===== src/rtl/vx_fifo_share_pkg.sv =====
// Shared types and helpers for the shared-FIFO arbiter.
// Build option: define VX_FIFO_SHARE_QUOTA_EN to enable quota gating.
package vx_fifo_share_pkg;

`ifdef VX_FIFO_SHARE_QUOTA_EN
    localparam bit QUOTA_EN = 1'b1;
`else
    localparam bit QUOTA_EN = 1'b0;
`endif

    // Default entry shape; the top re-declares it at its own widths.
    localparam int SHARE_TAGW  = 2;
    localparam int SHARE_DATAW = 32;

    typedef struct packed {
        logic [SHARE_TAGW-1:0]  tag;
        logic [SHARE_DATAW-1:0] data;
    } share_entry_t;

    function automatic int tag_width(input int n);
        return (n > 1) ? $clog2(n) : 1;
    endfunction

    // Counters only need to reach QUOTA when the quota gate is active.
    function automatic int cnt_width(input int quota, input int depth);
        return $clog2((QUOTA_EN ? quota : depth) + 1);
    endfunction

    function automatic int rr_next(input int ptr, input int n);
        return (ptr + 1 >= n) ? 0 : ptr + 1;
    endfunction

endpackage


===== src/rtl/VX_fifo_queue.sv =====
// Circular FIFO; head visible the cycle after push in both output modes.
// Ports: clk, reset, push/data_in, pop, data_out, empty, full, size.
module VX_fifo_queue #(
    parameter int DATAW   = 32,
    parameter int DEPTH   = 16,
    parameter int OUT_REG = 0,
    parameter int LUTRAM  = 0
) (
    input  logic                       clk,
    input  logic                       reset,
    input  logic                       push,
    input  logic                       pop,
    input  logic [DATAW-1:0]           data_in,
    output logic [DATAW-1:0]           data_out,
    output logic                       empty,
    output logic                       full,
    output logic [$clog2(DEPTH+1)-1:0] size
);

    localparam int AW = $clog2(DEPTH);
    localparam int SW = $clog2(DEPTH+1);

    logic [DATAW-1:0] mem [DEPTH];
    logic [AW-1:0]    rd_ptr;
    logic [AW-1:0]    wr_ptr;
    logic [SW-1:0]    count;

    // Storage style is left to the tool; both modes behave the same.
    logic unused_lutram;
    assign unused_lutram = (LUTRAM != 0);

    always_ff @(posedge clk) begin
        if (push) mem[wr_ptr] <= data_in;
    end

    always_ff @(posedge clk) begin
        if (reset) begin
            rd_ptr <= '0;
            wr_ptr <= '0;
            count  <= '0;
        end else begin
            if (push) wr_ptr <= wr_ptr + AW'(1);
            if (pop)  rd_ptr <= rd_ptr + AW'(1);
            if (push && !pop)
                count <= count + SW'(1);
            else if (pop && !push)
                count <= count - SW'(1);
        end
    end

    assign empty = (count == '0);
    assign full  = (count == SW'(DEPTH));
    assign size  = count;

    generate
        if (OUT_REG != 0) begin : g_out_reg
            logic [DATAW-1:0] head_r;
            // Load the head register with whatever becomes the new head.
            always_ff @(posedge clk) begin
                if (push && (empty || (pop && count == SW'(1))))
                    head_r <= data_in;
                else if (pop && count > SW'(1))
                    head_r <= mem[rd_ptr + AW'(1)];
            end
            assign data_out = head_r;
        end else begin : g_out_comb
            assign data_out = mem[rd_ptr];
        end
    endgenerate

endmodule


===== src/rtl/VX_rr_grant.sv =====
// Round-robin priority select: first eligible index at or after ptr.
// Ports: eligible mask, ptr in; one-hot grant, grant_idx, grant_valid out.
module VX_rr_grant #(
    parameter int N = 4,
    parameter int W = 2
) (
    input  logic [N-1:0] eligible,
    input  logic [W-1:0] ptr,
    output logic [N-1:0] grant,
    output logic [W-1:0] grant_idx,
    output logic         grant_valid
);

    always_comb begin
        int j;
        j = 0;
        grant = '0;
        grant_idx = '0;
        grant_valid = 1'b0;
        for (int k = 0; k < N; k++) begin
            // ptr is always < N, so one subtract wraps it.
            j = int'(ptr) + k;
            if (j >= N) j = j - N;
            if (!grant_valid && eligible[j]) begin
                grant[j] = 1'b1;
                grant_idx = W'(j);
                grant_valid = 1'b1;
            end
        end
    end

endmodule


===== src/rtl/vx_fifo_share_arb.sv =====
// N producers share one FIFO via round-robin admission; entries carry tags.
// Ports: in_valid/in_data/in_ready per requester; out_valid/out_data/out_tag/
// out_ready consumer; size and per-requester req_count occupancy.
// Build option: VX_FIFO_SHARE_QUOTA_EN caps each requester at QUOTA entries.
module vx_fifo_share_arb
    import vx_fifo_share_pkg::*;
#(
    parameter int NUM_REQS = 4,
    parameter int DATAW    = 32,
    parameter int DEPTH    = 16,
    parameter int QUOTA    = 8,
    parameter int OUT_REG  = 0,
    parameter int LUTRAM   = 0
) (
    input  logic                                       clk,
    input  logic                                       reset,
    input  logic [NUM_REQS-1:0]                        in_valid,
    input  logic [NUM_REQS*DATAW-1:0]                  in_data,
    output logic [NUM_REQS-1:0]                        in_ready,
    output logic                                       out_valid,
    output logic [DATAW-1:0]                           out_data,
    output logic [tag_width(NUM_REQS)-1:0]             out_tag,
    input  logic                                       out_ready,
    output logic [$clog2(DEPTH+1)-1:0]                 size,
    output logic [NUM_REQS*cnt_width(QUOTA,DEPTH)-1:0] req_count
);

    localparam int TAGW    = tag_width(NUM_REQS);
    localparam int CNTW    = cnt_width(QUOTA, DEPTH);
    localparam int CNT_MAX = QUOTA_EN ? QUOTA : DEPTH;

    typedef struct packed {
        logic [TAGW-1:0]  tag;
        logic [DATAW-1:0] data;
    } entry_t;

    logic [CNTW-1:0]     req_cnt [NUM_REQS];
    logic [TAGW-1:0]     rr_ptr;
    logic [NUM_REQS-1:0] eligible;
    logic [NUM_REQS-1:0] grant;
    logic [TAGW-1:0]     grant_idx;
    logic                grant_valid;
    logic                push;
    logic                pop;
    logic                empty;
    logic                full;
    logic                can_push;
    entry_t              push_entry;
    entry_t              head_entry;

    assign pop      = out_valid && out_ready;
    assign can_push = !full || pop;

    always_comb begin
        eligible = '0;
        for (int i = 0; i < NUM_REQS; i++) begin
`ifdef VX_FIFO_SHARE_QUOTA_EN
            eligible[i] = in_valid[i] && can_push
                       && (req_cnt[i] < CNTW'(QUOTA));
`else
            eligible[i] = in_valid[i] && can_push;
`endif
        end
    end

    VX_rr_grant #(
        .N (NUM_REQS),
        .W (TAGW)
    ) rr_grant (
        .eligible    (eligible),
        .ptr         (rr_ptr),
        .grant       (grant),
        .grant_idx   (grant_idx),
        .grant_valid (grant_valid)
    );

    assign in_ready = reset ? '0 : grant;
    assign push     = grant_valid && !reset;

    assign push_entry.tag  = grant_idx;
    assign push_entry.data = in_data[grant_idx*DATAW +: DATAW];

    VX_fifo_queue #(
        .DATAW   (TAGW + DATAW),
        .DEPTH   (DEPTH),
        .OUT_REG (OUT_REG),
        .LUTRAM  (LUTRAM)
    ) queue (
        .clk      (clk),
        .reset    (reset),
        .push     (push),
        .pop      (pop),
        .data_in  (push_entry),
        .data_out (head_entry),
        .empty    (empty),
        .full     (full),
        .size     (size)
    );

    assign out_valid = !empty;
    assign out_data  = head_entry.data;
    assign out_tag   = head_entry.tag;

    always_ff @(posedge clk) begin
        if (reset)
            rr_ptr <= '0;
        else if (push)
            rr_ptr <= TAGW'(rr_next(int'(grant_idx), NUM_REQS));
    end

    for (genvar i = 0; i < NUM_REQS; i++) begin : g_cnt
        logic inc;
        logic dec;
        assign inc = push && (grant_idx == TAGW'(i));
        assign dec = pop && (out_tag == TAGW'(i));

        always_ff @(posedge clk) begin
            if (reset)
                req_cnt[i] <= '0;
            else if (inc && !dec)
                req_cnt[i] <= req_cnt[i] + CNTW'(1);
            else if (dec && !inc)
                req_cnt[i] <= req_cnt[i] - CNTW'(1);
        end

        always_ff @(posedge clk) begin
            if (!reset) begin
                if (inc && !dec)
                    assert (req_cnt[i] != CNTW'(CNT_MAX));
                if (dec && !inc)
                    assert (req_cnt[i] != '0);
            end
        end

        assign req_count[i*CNTW +: CNTW] = req_cnt[i];
    end

endmodule


===== config.mk =====
export PLATFORM = sky130hd
export DESIGN_NAME = vx_fifo_share_arb
export DESIGN_NICKNAME = d
export VERILOG_FILES = /design/src/rtl/vx_fifo_share_pkg.sv /design/src/rtl/VX_fifo_queue.sv /design/src/rtl/VX_rr_grant.sv /design/src/rtl/vx_fifo_share_arb.sv
export SDC_FILE = /design/constraint.sdc
export NUM_CORES = 1
export LEC_CHECK = 0
export CAP_MARGIN = 20
export CORE_UTILIZATION = 60
export DETAILED_ROUTE_END_ITERATION = 10
export PLACE_DENSITY_LB_ADDON = 0.12
export SYNTH_ARGS = -nofsm -noshare
export SYNTH_HDL_FRONTEND = slang
export SYNTH_SLANG_ARGS = --single-unit
export TNS_END_PERCENT = 1

===== constraint.sdc =====
create_clock -name clk -period 13.3 [get_ports clk]
set_input_delay 1.995 -clock clk [delete_from_list [all_inputs] [get_ports clk]]
set_output_delay 1.995 -clock clk [all_outputs]
set_load 0.005 [all_outputs]

## After elaboration in Yosys (flattened, before gate mapping)

Memory sizes are Yosys's and may differ from the RTL's. A register that Yosys moved wholly into a read port is not among the register bits.
Cells that the tools add are included.

| operators by class | value |
|---|---|
| magnitude comparators | 13 |
| equality and inequality tests | 7 |
| reductions and logical operators | 52 |
| muxes and demuxes | 82 |
| add/subtract/negate cells | 20 |
| bitwise operators | 11 |
| shifts and indexed selects | 1 |

Operators by type and width:

| operator | count |
|---|---|
| greater-or-equal comparator 32 x 1 -> 1 bit (second input constant) | 4 |
| less-than comparator 32 x 4 -> 1 bit (second input constant) | 4 |
| 2-to-1 mux 32 bit | 4 |
| variable part select 128 x 8 -> 32 bit | 1 |
| greater-or-equal comparator 32 x 4 -> 1 bit (second input constant) | 3 |
| subtractor 32 x 4 -> 32 bit (second input constant) | 3 |
| 2-to-1 mux 5 bit | 10 |
| 2-to-1 mux 1 bit | 48 |
| logical AND 1 bit | 31 |
| 2-to-1 mux 4 bit | 7 |
| adder 5 x 1 -> 5 bit (second input constant) | 5 |
| subtractor 5 x 1 -> 5 bit (second input constant) | 5 |
| logical NOT 1 bit | 16 |
| bitwise OR 4 bit | 3 |
| 2-to-1 mux 2 bit | 5 |
| adder 4 x 1 -> 4 bit (second input constant) | 2 |
| binary-select mux 1 bit (select 2 bit) | 4 |
| demux 1 bit (select 2 bit) | 4 |
| == test 2 bit (second input constant) | 4 |
| bitwise OR 1 bit | 8 |
| adder 2 x 1 -> 3 bit (second input constant) | 2 |
| adder 2 x 2 -> 3 bit (second input constant) | 2 |
| == test 5 bit (second input constant) | 1 |
| logical NOT 5 bit | 1 |
| other kinds (7) | 9 |

| storage, ports and cells | value |
|---|---|
| word-level logic and storage cells | 192 |
| register bits | 15 |
| memories kept | 2 |
| RAM bits | 564 |
| input port bits | 135 |

Memory list:

| name | words | width | rd ports | clocked after memory_dff | write ports | RTL line | text |
|---|---|---|---|---|---|---|---|
| queue.mem | 16 | 34 | 1 | 1 | 1 | VX_fifo_queue.sv:23 | `logic [DATAW-1:0] mem [DEPTH];` |
| req_cnt | 4 | 5 | 4 | 0 | 4 | vx_fifo_share_arb.sv:37 | `logic [CNTW-1:0] req_cnt [NUM_REQS];` |

## Logic depth before layout (Yosys ltp)

Gate-level depths: netlist of the first run.

| depth | value |
|---|---|
| depth in word-level cells | 27 |
| gate-level depth with buffers | 20 |
| mapped depth without buffers | 16 |

## By module

Synthesis of the first run repeated with hierarchy kept, for this count alone.

| unflattened totals | value |
|---|---|
| cell total of the unflattened synthesis | 1214 |
| area total of the unflattened synthesis | 24208.2 um^2 |

By module, submodules not included:

| module | area an instance (um^2) | sequential area each (um^2) | cells each | times used |
|---|---|---|---|---|
| VX_fifo_queue | 21221.6 | 16676.0 | 940 | 1 |
| vx_fifo_share_arb | 2527.4 | 640.6 | 226 | 1 |
| VX_rr_grant | 459.2 | 0.0 | 48 | 1 |

## Worst setup path after synthesis of the first run

Ideal clock, no wire load.

| path | value |
|---|---|
| path type | input to register |
| start point | input in_valid[0] |
| end point | memory queue.mem[5][0] (netlist name) (enable) |
| buffers on the path | 1 |
| required time | 12833 ps |
| slack | 7388 ps |
| cell stages on the path | 5 |
| arrival time | 5445 ps |
| path through | clkbuf_1 nor4_1 a211oi_1 nand2_1 nor3_1 |

| between the ends | value |
|---|---|
| longest elaborated chain between the ends | 17 |

RTL lines:

| item | RTL line | text |
|---|---|---|
| start, declared | vx_fifo_share_arb.sv:17 | `input logic [NUM_REQS-1:0] in_valid,` |
| logical AND 1 bit * | vx_fifo_share_arb.sv:61 | `eligible[i] = in_valid[i] && can_push;` |
| binary-select mux 1 bit (select 2 bit) | VX_rr_grant.sv:24 | `if (!grant_valid && eligible[j]) begin` |
| 2-to-1 mux 1 bit (not written as such) (2 in series) | VX_rr_grant.sv:24 |  |
| 2-to-1 mux 1 bit | VX_rr_grant.sv:24 |  |
| logical NOT 1 bit | VX_rr_grant.sv:24 |  |
| logical AND 1 bit | VX_rr_grant.sv:24 |  |
| 2-to-1 mux 1 bit | VX_rr_grant.sv:24 |  |
| logical NOT 1 bit | VX_rr_grant.sv:24 |  |
| logical AND 1 bit | VX_rr_grant.sv:24 |  |
| 2-to-1 mux 1 bit | VX_rr_grant.sv:24 |  |
| logical NOT 1 bit | VX_rr_grant.sv:24 |  |
| logical AND 1 bit | VX_rr_grant.sv:24 |  |
| 2-to-1 mux 1 bit * | VX_rr_grant.sv:24 |  |
| logical AND 1 bit * | vx_fifo_share_arb.sv:78 | `assign push = grant_valid && !reset;` |
| via push | vx_fifo_share_arb.sv:43 | `logic push;` |
| 2-to-1 mux 1 bit * | VX_fifo_queue.sv:33 | `if (push) mem[wr_ptr] <= data_in;` |
| 2-to-1 mux 1 bit (not written as such) * | VX_fifo_queue.sv:33 |  |
| end, declared | VX_fifo_queue.sv:23 |  |

Mark *: on every way through the listed nets, which the timed path passes. The rest lies on a longest branch. The select of a mux whose other input is x is not followed.

## Final worst setup path of the first run

| path | value |
|---|---|
| start point | input in_valid[3] |
| end point | output in_ready[3] |

| between the ends | value |
|---|---|
| longest elaborated chain between the ends | 15 |

RTL lines:

| item | RTL line | text |
|---|---|---|
| logical AND 1 bit * | vx_fifo_share_arb.sv:61 |  |
| binary-select mux 1 bit (select 2 bit) | VX_rr_grant.sv:24 |  |
| 2-to-1 mux 1 bit (not written as such) (2 in series) | VX_rr_grant.sv:24 |  |
| 2-to-1 mux 1 bit | VX_rr_grant.sv:24 |  |
| logical NOT 1 bit | VX_rr_grant.sv:24 |  |
| logical AND 1 bit | VX_rr_grant.sv:24 |  |
| 2-to-1 mux 1 bit | VX_rr_grant.sv:24 |  |
| logical NOT 1 bit | VX_rr_grant.sv:24 |  |
| logical AND 1 bit | VX_rr_grant.sv:24 |  |
| 2-to-1 mux 1 bit | VX_rr_grant.sv:24 |  |
| logical NOT 1 bit | VX_rr_grant.sv:24 |  |
| logical AND 1 bit | VX_rr_grant.sv:24 |  |
| 2-to-1 mux 4 bit * | VX_rr_grant.sv:24 |  |
| 2-to-1 mux 4 bit * | vx_fifo_share_arb.sv:77 | `assign in_ready = reset ? '0 : grant;` |
| end, declared | vx_fifo_share_arb.sv:19 | `output logic [NUM_REQS-1:0] in_ready,` |

Every way passes the cells marked *; elsewhere a longest branch is shown, timed or not. The select of a mux whose other input is x is not followed.

==> implementation parameters, run 1 <==
Parameter                              Value

Status
  Status ... completed

Synthesis
  Leading post-synthesis cells by instance count ... sky130_fd_sc_hd__edfxtp_1 (564), sky130_fd_sc_hd__mux4_2 (169), sky130_fd_sc_hd__nand2_1 (84)
  Largest cells by area after synthesis ... sky130_fd_sc_hd__edfxtp_1 (69%), sky130_fd_sc_hd__mux4_2 (15%), sky130_fd_sc_hd__nand4_1 (1.7%), sky130_fd_sc_hd__dfxtp_1 (1.5%), sky130_fd_sc_hd__ha_1 (1.5%)
  Mean instance size in the synthesized netlist ... 18.63 sq um
  Post-synthesis cell count ... 1319
  Syn nets ... 1486
  Cell accounting for the most synthesized area ... sky130_fd_sc_hd__edfxtp_1
  Proportion of synthesized chip area in sequential cells ... 70.49%
  Most instantiated library cell after synthesis ... sky130_fd_sc_hd__edfxtp_1
  Number of enable-type register cells in the synthesized netlist ... around 560
  #FFs+latches synth ... about 600
  Synth top area share ... 68.94%
  Dominant synthesized flop cell ... sky130_fd_sc_hd__edfxtp_1
  Post-synth design cell area ... 24570 sq um
  Count of different cell masters after synthesis ... 59
  Syn. warnings ... 0
  Post-synth ARST share ... 0%

Global route
  Antenna violations before repair ... 0
  Met2 layer usage reported by global route ... 47.30%
  Met1 usage ... roughly two fifths
  Maximum number of pins on one net before global-route repair ... 98
  Met3 demand-to-capacity share in global routing ... 5.804%
  Gr busiest metal ... met2
  Total Routing Usage GR ... a little under 30%
  Number of global-route vias before repair ... 14120
  GRT overflow ... 0
  Global-route wire length before repair ... around 86000 um

Clock tree
  Clock-pin slew on the worst setup and hold paths ... 60 ps
  TritonCTS clock tree ... done
  Post-CTS Setup Repair Bufs ... 0
  Clk Tree Root Cell ... sky130_fd_sc_hd__clkbuf_16
  Clock latency reported for the late side of the worst-skew pair ... 600 ps
  Count of hold buffers inserted by post-cts repair ... 0
  TritonCTS Sinks ... 583
  Maximum level of the CTS H-tree ... 2
  Maximum count of clock buffers along a single path ... 3
  Resized Gates After CTS ... 0
  Cts bufs inserted ... 55

Die
  Initial cell density of the core ... about three fifths
  Count of pins on the block boundary ... 199
  Die width ... 204.4 um
  Placement row count ... 73
  Area of the core ... 40100 sq um
  Die area ... 41760 sq um
  DIE HEIGHT ... a little over 200 um

Worst setup path
  Classification of the worst setup path ... in -> out
  Reg2Reg Capture Point ... req_cnt[1][1]$_DFFE_PP_
  Largest fanout on the critical path ... 9
  Startpoint kind of the worst setup timing path ... primary input
  Data required time at the worst endpoint ... around 11000 ps
  Number of cells on the worst reg-to-reg path ... 12
  Arrival time of data at the critical path endpoint ... between 4000 and 5000 ps
  Reg-to-reg startpoint ... rr_ptr[0]$_SDFFE_PP0P_
  Reg-to-reg slack, setup ... between 7000 and 8000 ps
  Kind of end point of the critical path ... output port

Routing
  DRC violation count after routing ... 0
  Detail Route Antenna Nets ... 0
  Vias post-DR ... 13880
  Routed wire length ... 58980 um
  Number of DRC markers after the initial detailed-route iteration ... 1481
  Total iterations of the first detailed-routing run ... 5
  Final routed wire length divided by cell count ... 28.33 um
  DR vias/cell ... 6.667

Final layout
  Area growth from synthesis to layout ... 17.79%
  Fin area ... 28940 sq um
  Final nets ... 1682
  ANT cells ... 0
  Fraction of layout instances using a drive strength above 1 ... 20.17%

Placed design
  Cell area after placement ... 27150 sq um
  DP HPWL ... around 32000 um
  Placer's final routability congestion estimate ... 0.8454
  Count of input and output buffers ... ~200

Timing
  Worst-margin pin slew ... 1139 ps
  Fin Clk Skew ... around 19 ps
  Maximum clock frequency ... between 150 and 200 MHz
  Fraction of the cycle the final worst path needs ... approximately half
  RSZ-0062 raised after global routing ... false
  Number of endpoints with negative hold slack in the final report ... 0
  Max_slew headroom ... 24.09%
  Shortest clock period the worst path allows after layout ... between 6000 and 7000 ps
  Setup TNS Final ... 0 ps
  Total of endpoints with negative setup slack in the final report ... 0
  Number of pins exceeding their max-slew limit in the final report ... 0

Min path
  Worst min-delay path category ... reg -> reg
  Hold Path Origin ... queue.rd_ptr[1]$_SDFFE_PP0P_
  Instance count along the most critical hold path ... 2

Pwr
  Total design power ... 6.481 mW
  Maximum ir drop on the vdd rail ... 127.4 uV
  Leakage power total ... approximately 9.4 nW
  Total power density per cell area ... 224.0 nW/um^2

Job
  Max-cap violations ... 0
-- placed cells by master (no fill, tap or decap), types with 5 or more instances in the layout --
cell / n
sky130_fd_sc_hd__clkinv_1: 10
sky130_fd_sc_hd__a211oi_1: 5
sky130_fd_sc_hd__nor2b_1: 7
sky130_fd_sc_hd__nand3_1: 37
sky130_fd_sc_hd__clkbuf_1: 12
sky130_fd_sc_hd__buf_4: 32
sky130_fd_sc_hd__a22oi_1: 7
sky130_fd_sc_hd__and2_1: 7
sky130_fd_sc_hd__xnor2_1: 6
sky130_fd_sc_hd__nand4_1: 68
sky130_fd_sc_hd__clkbuf_16: 55
sky130_fd_sc_hd__mux4_2: 169
sky130_fd_sc_hd__dfxtp_1: 15
sky130_fd_sc_hd__mux2i_1: 9
sky130_fd_sc_hd__clkinv_2: 9
sky130_fd_sc_hd__nor2_1: 32
sky130_fd_sc_hd__nor3_1: 6
sky130_fd_sc_hd__a22o_1: 34
sky130_fd_sc_hd__edfxtp_1: 564
sky130_fd_sc_hd__bufinv_16: 8
sky130_fd_sc_hd__nand2_1: 83
sky130_fd_sc_hd__a21o_1: 5
sky130_fd_sc_hd__or3_1: 6
sky130_fd_sc_hd__and2_2: 8
sky130_fd_sc_hd__xor2_1: 7
sky130_fd_sc_hd__a21oi_1: 18
sky130_fd_sc_hd__clkdlybuf4s50_1: 198
sky130_fd_sc_hd__o21ai_0: 6
sky130_fd_sc_hd__ha_1: 30
sky130_fd_sc_hd__inv_1: 26
-- state kept, by name, summed over array words and instances, names as in the netlist, named ones only --
name	cells
queue.mem	544
queue.rd_ptr	4
queue.size	5
queue.wr_ptr	4
req_cnt	20
rr_ptr	2
-- per-layer routing --
layer | routed length, um | part of all wire, %
met1 | 22360 | 38
met3 | 5594 | 9.5
met4 | 1664 | 2.8
met5 | 0 | 0
met2 | 29350 | 50
-- power breakdown --
part	switching, mW	internal [mW]
Clock	0.657	0.918
Combinational	1.19	0.888
Sequential	0.153	2.67
-- stage by stage --
stage	cells	utilization, %	hold WS [ps]	setup WS, ps
6_report	2082	72.17	505.4	6740
5_1_grt	2082	72.17	521.5	6493
4_1_cts	2082	72.17	499.0	6751
3_5_place_dp	1983	67.71	489.8	6351
3_3_place_gp	1982	67.69	484.4	6507
2_1_floorplan	1319	-	467.8	7388
-- kinds of logic (layout without fill, tap and decap cells) --
group	count (synthesis)	after routing	share of synthesized area [%]
AO/OA/AOI/OAI	113	113	3.601
XOR/XNOR	13	13	0.4635
multiplexers	181	181	16.06
buffers and inverters	121	359	2.058
flip-flops	583	583	70.49
AND/OR/NAND/NOR	276	276	5.643
adder cells (fa/ha/maj)	32	32	1.691
-- worst max path at each step --
stage	from	endpoint	slack (ps)	cells after the start
floorplan	in_valid[0]	queue.mem[5][0]$_DFFE_PP_	7390	5
global placement	in_valid[0]	req_cnt[1][1]$_DFFE_PP_	6510	11
detailed placement	in_valid[0]	req_cnt[1][4]$_DFFE_PP_	6350	11
CTS	in_valid[3]	in_ready[0]	6750	7
global route	in_valid[1]	req_cnt[1][0]$_DFFE_PP_	6490	11
finish	in_valid[3]	in_ready[3]	6740	7
-- critical path, cell delays in order --
cell and delay, ps:
sky130_fd_sc_hd__clkdlybuf4s50_1 550, sky130_fd_sc_hd__mux4_2 540, sky130_fd_sc_hd__a21boi_1 230, sky130_fd_sc_hd__nor3_1 450
sky130_fd_sc_hd__nand2_1 110, sky130_fd_sc_hd__a21oi_1 160, sky130_fd_sc_hd__clkdlybuf4s50_1 520
-- cell type report --
| class | count | area (sq um) |
|---|---|---|
| repair buffers | 231 | 2227 |
| inverters | 29 | 108.9 |
| clock buffers | 68 | 1435 |
| well taps | 525 | 656.9 |
| clock inverters | 31 | 355.3 |
| fillers | 2413 | 11160 |
| multi-input cells | 615 | 6829 |
| flip-flops and latches | 583 | 17330 |
Note: power is estimated with default switching activity, not from simulation.
==> run 2: changes to the inputs <==
--- a/config.mk
+++ b/config.mk
@@ -6,7 +6,7 @@
 export NUM_CORES = 1
 export LEC_CHECK = 0
 export CAP_MARGIN = 20
-export CORE_UTILIZATION = 60
+export CORE_UTILIZATION = 58
 export DETAILED_ROUTE_END_ITERATION = 10
 export PLACE_DENSITY_LB_ADDON = 0.12
 export SYNTH_ARGS = -nofsm -noshare
==> constraint.sdc (replaced) <==
create_clock -name clk -period 6.58 [get_ports clk]
set_input_delay 0.987 -clock clk [delete_from_list [all_inputs] [get_ports clk]]
set_output_delay 0.987 -clock clk [all_outputs]
set_load 0.005 [all_outputs]
==> run 2 against run 1 <==
  * Sequential cell count unchanged
  * Combinational power up 110%
  * Final cell count up 0.77%
  * Power up 100%
  * Clock-buffer cell count up 2
  * First-iteration DRC count down 15%
  * Die area up 3.4%
  * Critical path type is now reg -> reg
  * Via count down 1.6%
==> implementation parameters, run 2 (same netlist as run 1, synthesis figures left out) <==
Parameter                              Value

Routing
  Number of DRC markers after the initial detailed-route iteration ... 1262 (was 1481)
  Detail Route Antenna Nets ... 0 (unchanged)
  DR vias/cell ... 6.511 (was 6.667)
  Routed wire length ... 57100 um (was 58980 um)
  DRC violation count after routing ... 0 (unchanged)
  Vias post-DR ... 13660 (was 13880)
  Total iterations of the first detailed-routing run ... 7 (was 5)
  Final routed wire length divided by cell count ... 27.22 um (was 28.33 um)

Final layout
  Register bank with the most flops ... queue.mem (unchanged)
  Final nets ... 1684 (was 1682)
  Area growth from synthesis to layout ... 18.27% (was 17.79%)
  Largest register FFs ... 544 (unchanged)
  Multi-input logic area ... 6829 sq um (unchanged)
  Most used cells in the layout excluding fill and tap cells ... sky130_fd_sc_hd__edfxtp_1 (564), sky130_fd_sc_hd__clkdlybuf4s50_1 (198), sky130_fd_sc_hd__mux4_2 (169) (unchanged)
  # fillers ... 2661 (was 2413)
  ANT cells ... 0 (unchanged)
  Footprint of the flip-flops and latches ... 17330 sq um (about the same)
  Fraction of layout instances using a drive strength above 1 ... 20.14% (was 20.17%)
  Leading cell type in the layout, fill and taps excluded ... sky130_fd_sc_hd__edfxtp_1 (unchanged)

Pwr
  Gate power share ... 32.5% (was 32.1%)
  Total power density per cell area ... 451.5 nW/um^2 (was 224.0 nW/um^2)
  Fraction of power spent switching nets ... 30.55% (was 30.91%)
  Total design power ... 13.12 mW (was 6.481 mW)
  Sequential share of power ... 43.1% (was 43.6%)
  Clock group share of total power ... 24.4% (was 24.3%)
  Leakage power total ... 9.403 nW (was 9.366 nW)
  Net switching component of the power ... 4.007 mW (was 2.003 mW)
  Maximum ir drop on the vdd rail ... 335.5 uV (was 127.4 uV)
  Cell Int Power ... 9.112 mW (was 4.478 mW)

Clock tree
  TritonCTS clock tree ... done (unchanged)
  Maximum level of the CTS H-tree ... 2 (unchanged)
  Maximum count of clock buffers along a single path ... 3 (unchanged)
  Clk Tree Root Cell ... sky130_fd_sc_hd__clkbuf_16 (unchanged)
  Post-CTS Setup Repair Bufs ... 0 (unchanged)
  Cts bufs inserted ... 56 (was 55)
  Resized Gates After CTS ... 0 (unchanged)
  Clock-pin slew on the worst setup and hold paths ... 70 ps (was 60 ps)
  TritonCTS Sinks ... 583 (unchanged)
  Clock latency reported for the late side of the worst-skew pair ... 580 ps (was 600 ps)
  Count of hold buffers inserted by post-cts repair ... 0 (unchanged)

Timing
  Fin Clk Skew ... 19.40 ps (was 18.62 ps)
  Setup TNS Final ... 0 ps (unchanged)
  RSZ-0062 raised after global routing ... false (unchanged)
  Max_slew headroom ... 25.52% (was 24.09%)
  Maximum clock frequency ... about 190 MHz
  Number of endpoints with negative hold slack in the final report ... 0 (unchanged)
  Worst-margin pin slew ... 1117 ps (was 1139 ps)
  Fraction of the cycle the final worst path needs ... 80.75%
  Number of pins exceeding their max-slew limit in the final report ... 0 (unchanged)
  Total of endpoints with negative setup slack in the final report ... 0 (unchanged)
  Shortest clock period the worst path allows after layout ... 5314 ps

Worst setup path
  Reg-to-reg startpoint ... rr_ptr[0]$_SDFFE_PP0P_ (unchanged)
  Arrival time of data at the critical path endpoint ... 5640 ps (was 4560 ps)
  Number of cells on the worst reg-to-reg path ... 16 (was 12)
  Data required time at the worst endpoint ... 6900 ps (was 11310 ps)
  Startpoint kind of the worst setup timing path ... register (was primary input)
  Reg2Reg Capture Point ... req_cnt[2][4]$_SDFFCE_PN0P_ (was req_cnt[1][1]$_DFFE_PP_)
  Reg-to-reg slack, setup ... 1270 ps (was 7280 ps)
  Kind of end point of the critical path ... register (was output port)
  Largest fanout on the critical path ... 19 (was 9)
  Classification of the worst setup path ... reg -> reg (was in -> out)

Placed design
  Count of input and output buffers ... 198 (unchanged)
  DP HPWL ... 31780 um (was 31800 um)
  Placer's final routability congestion estimate ... 0.7830 (was 0.8454)

Die
  Placement row count ... 75 (was 73)
  Area of the core ... 41850 sq um (was 40100 sq um)
  Initial cell density of the core ... 58.70% (was 61.27%)
  Count of pins on the block boundary ... 199 (unchanged)
  Die area ... 43190 sq um (was 41760 sq um)
  Die width ... 207.8 um (was 204.4 um)
  DIE HEIGHT ... 207.8 um (was 204.4 um)

Min path
  Worst min-delay path category ... reg -> reg (unchanged)
  Instance count along the most critical hold path ... 2 (unchanged)
  Hold Path Origin ... queue.rd_ptr[1]$_SDFFE_PP0P_ (unchanged)

Global route
  Met1 usage ... 38.47% (was 39.45%)
  Global-route wire length before repair ... 84730 um (was 86410 um)
  Total Routing Usage GR ... 26.77% (was 28.92%)
  Maximum number of pins on one net before global-route repair ... 82 (was 98)
  Gr busiest metal ... met2 (unchanged)
  Met2 layer usage reported by global route ... 44.30% (was 47.30%)
  Met3 demand-to-capacity share in global routing ... 3.555% (was 5.804%)
  Number of global-route vias before repair ... 13730 (was 14120)
  GRT overflow ... 0 (unchanged)
  Antenna violations before repair ... 0 (unchanged)

Status
  Status ... completed (unchanged)

Job
  Max-cap violations ... 0 (unchanged)
[run 2: cell count changes in the layout (fill, tap and decap cells not counted), sizes merged]
cell,previous run,this run
buf,33,34
clkbuf,68,70
clkinv,19,21
inv,31,29
clkinvlp,2,1
[run 2: how the worst max path moves through the flow]
stage | from | endpoint | slack [ps] | depth (start not counted)
2_1_floorplan | in_valid[0] | queue.mem[5][0]$_DFFE_PP_ | 1680 | 5
3_3_place_gp | in_valid[1] | req_cnt[2][4]$_SDFFCE_PN0P_ | 1260 | 15
3_5_place_dp | in_valid[1] | req_cnt[2][4]$_SDFFCE_PN0P_ | 1110 | 15
4_1_cts | rr_ptr[0]$_SDFFE_PP0P_ | req_cnt[2][4]$_SDFFCE_PN0P_ | 1270 | 16
5_1_grt | rr_ptr[0]$_SDFFE_PP0P_ | req_cnt[2][4]$_SDFFCE_PN0P_ | 770 | 16
6_report | rr_ptr[0]$_SDFFE_PP0P_ | req_cnt[2][4]$_SDFFCE_PN0P_ | 1270 | 16
[run 2: worst max-delay path: stages, from the launching register on]
cell and delay (ps):
sky130_fd_sc_hd__dfxtp_1 800, sky130_fd_sc_hd__inv_1 270, sky130_fd_sc_hd__ha_1 450, sky130_fd_sc_hd__o21ai_0 190, sky130_fd_sc_hd__nand2_1 90, sky130_fd_sc_hd__a2111oi_2 780, sky130_fd_sc_hd__nand2_4 60, sky130_fd_sc_hd__and2_1 220
sky130_fd_sc_hd__ha_1 230, sky130_fd_sc_hd__a2111oi_2 460, sky130_fd_sc_hd__nor2b_1 380, sky130_fd_sc_hd__ha_1 340, sky130_fd_sc_hd__a21o_1 190, sky130_fd_sc_hd__a21oi_1 160, sky130_fd_sc_hd__xnor2_1 150, sky130_fd_sc_hd__mux2i_1 210
sky130_fd_sc_hd__nor2_1 50
[run 2: routing by layer]
| layer | share of wire, % | vias up | wire length [um] |
|---|---|---|---|
| li1 | - | 5828 | - |
| met1 | 41 | 7060 | 23140 |
| met2 | 50 | 696 | 28470 |
| met3 | 7.8 | 76 | 4468 |
| met4 | 1.8 | 0 | 1024 |
| met5 | 0 | - | 0 |
[run 2: area by class of cell]
cell class	instances	share of cell area [%]
flip-flops and latches	583	59.65
multi-input cells	615	23.50
repair buffers	232	7.897
clock buffers	70	5.077
well taps	539	2.321
clock inverters	30	1.180
inverters	29	0.3746
[run 2: power by group through the flow]
stage | combinational, mW | sequential [mW] | clock, mW
6_report | 4.27 | 5.65 | 3.20
4_1_cts | 4.20 | 5.71 | 3.24
5_1_grt | 4.59 | 5.70 | 3.37
3_5_place_dp | 4.17 | 5.78 | 0
3_3_place_gp | 4.06 | 5.76 | 0
2_1_floorplan | 2.82 | 5.56 | 0
[run 2: stage by stage]
step           utilization, %  setup WS (ps)  std cells  area (sq um)  hold slack [ps]
2_1_floorplan               -           1676       1319         24570            467.8
3_3_place_gp            65.02           1260       1997         27210            481.2
3_5_place_dp            65.02           1107       1997         27210            490.0
4_1_cts                 69.36           1265       2097         29030            499.4
5_1_grt                 69.43          765.4       2098         29060            540.9
6_report                69.43           1266       2098         29060            501.4
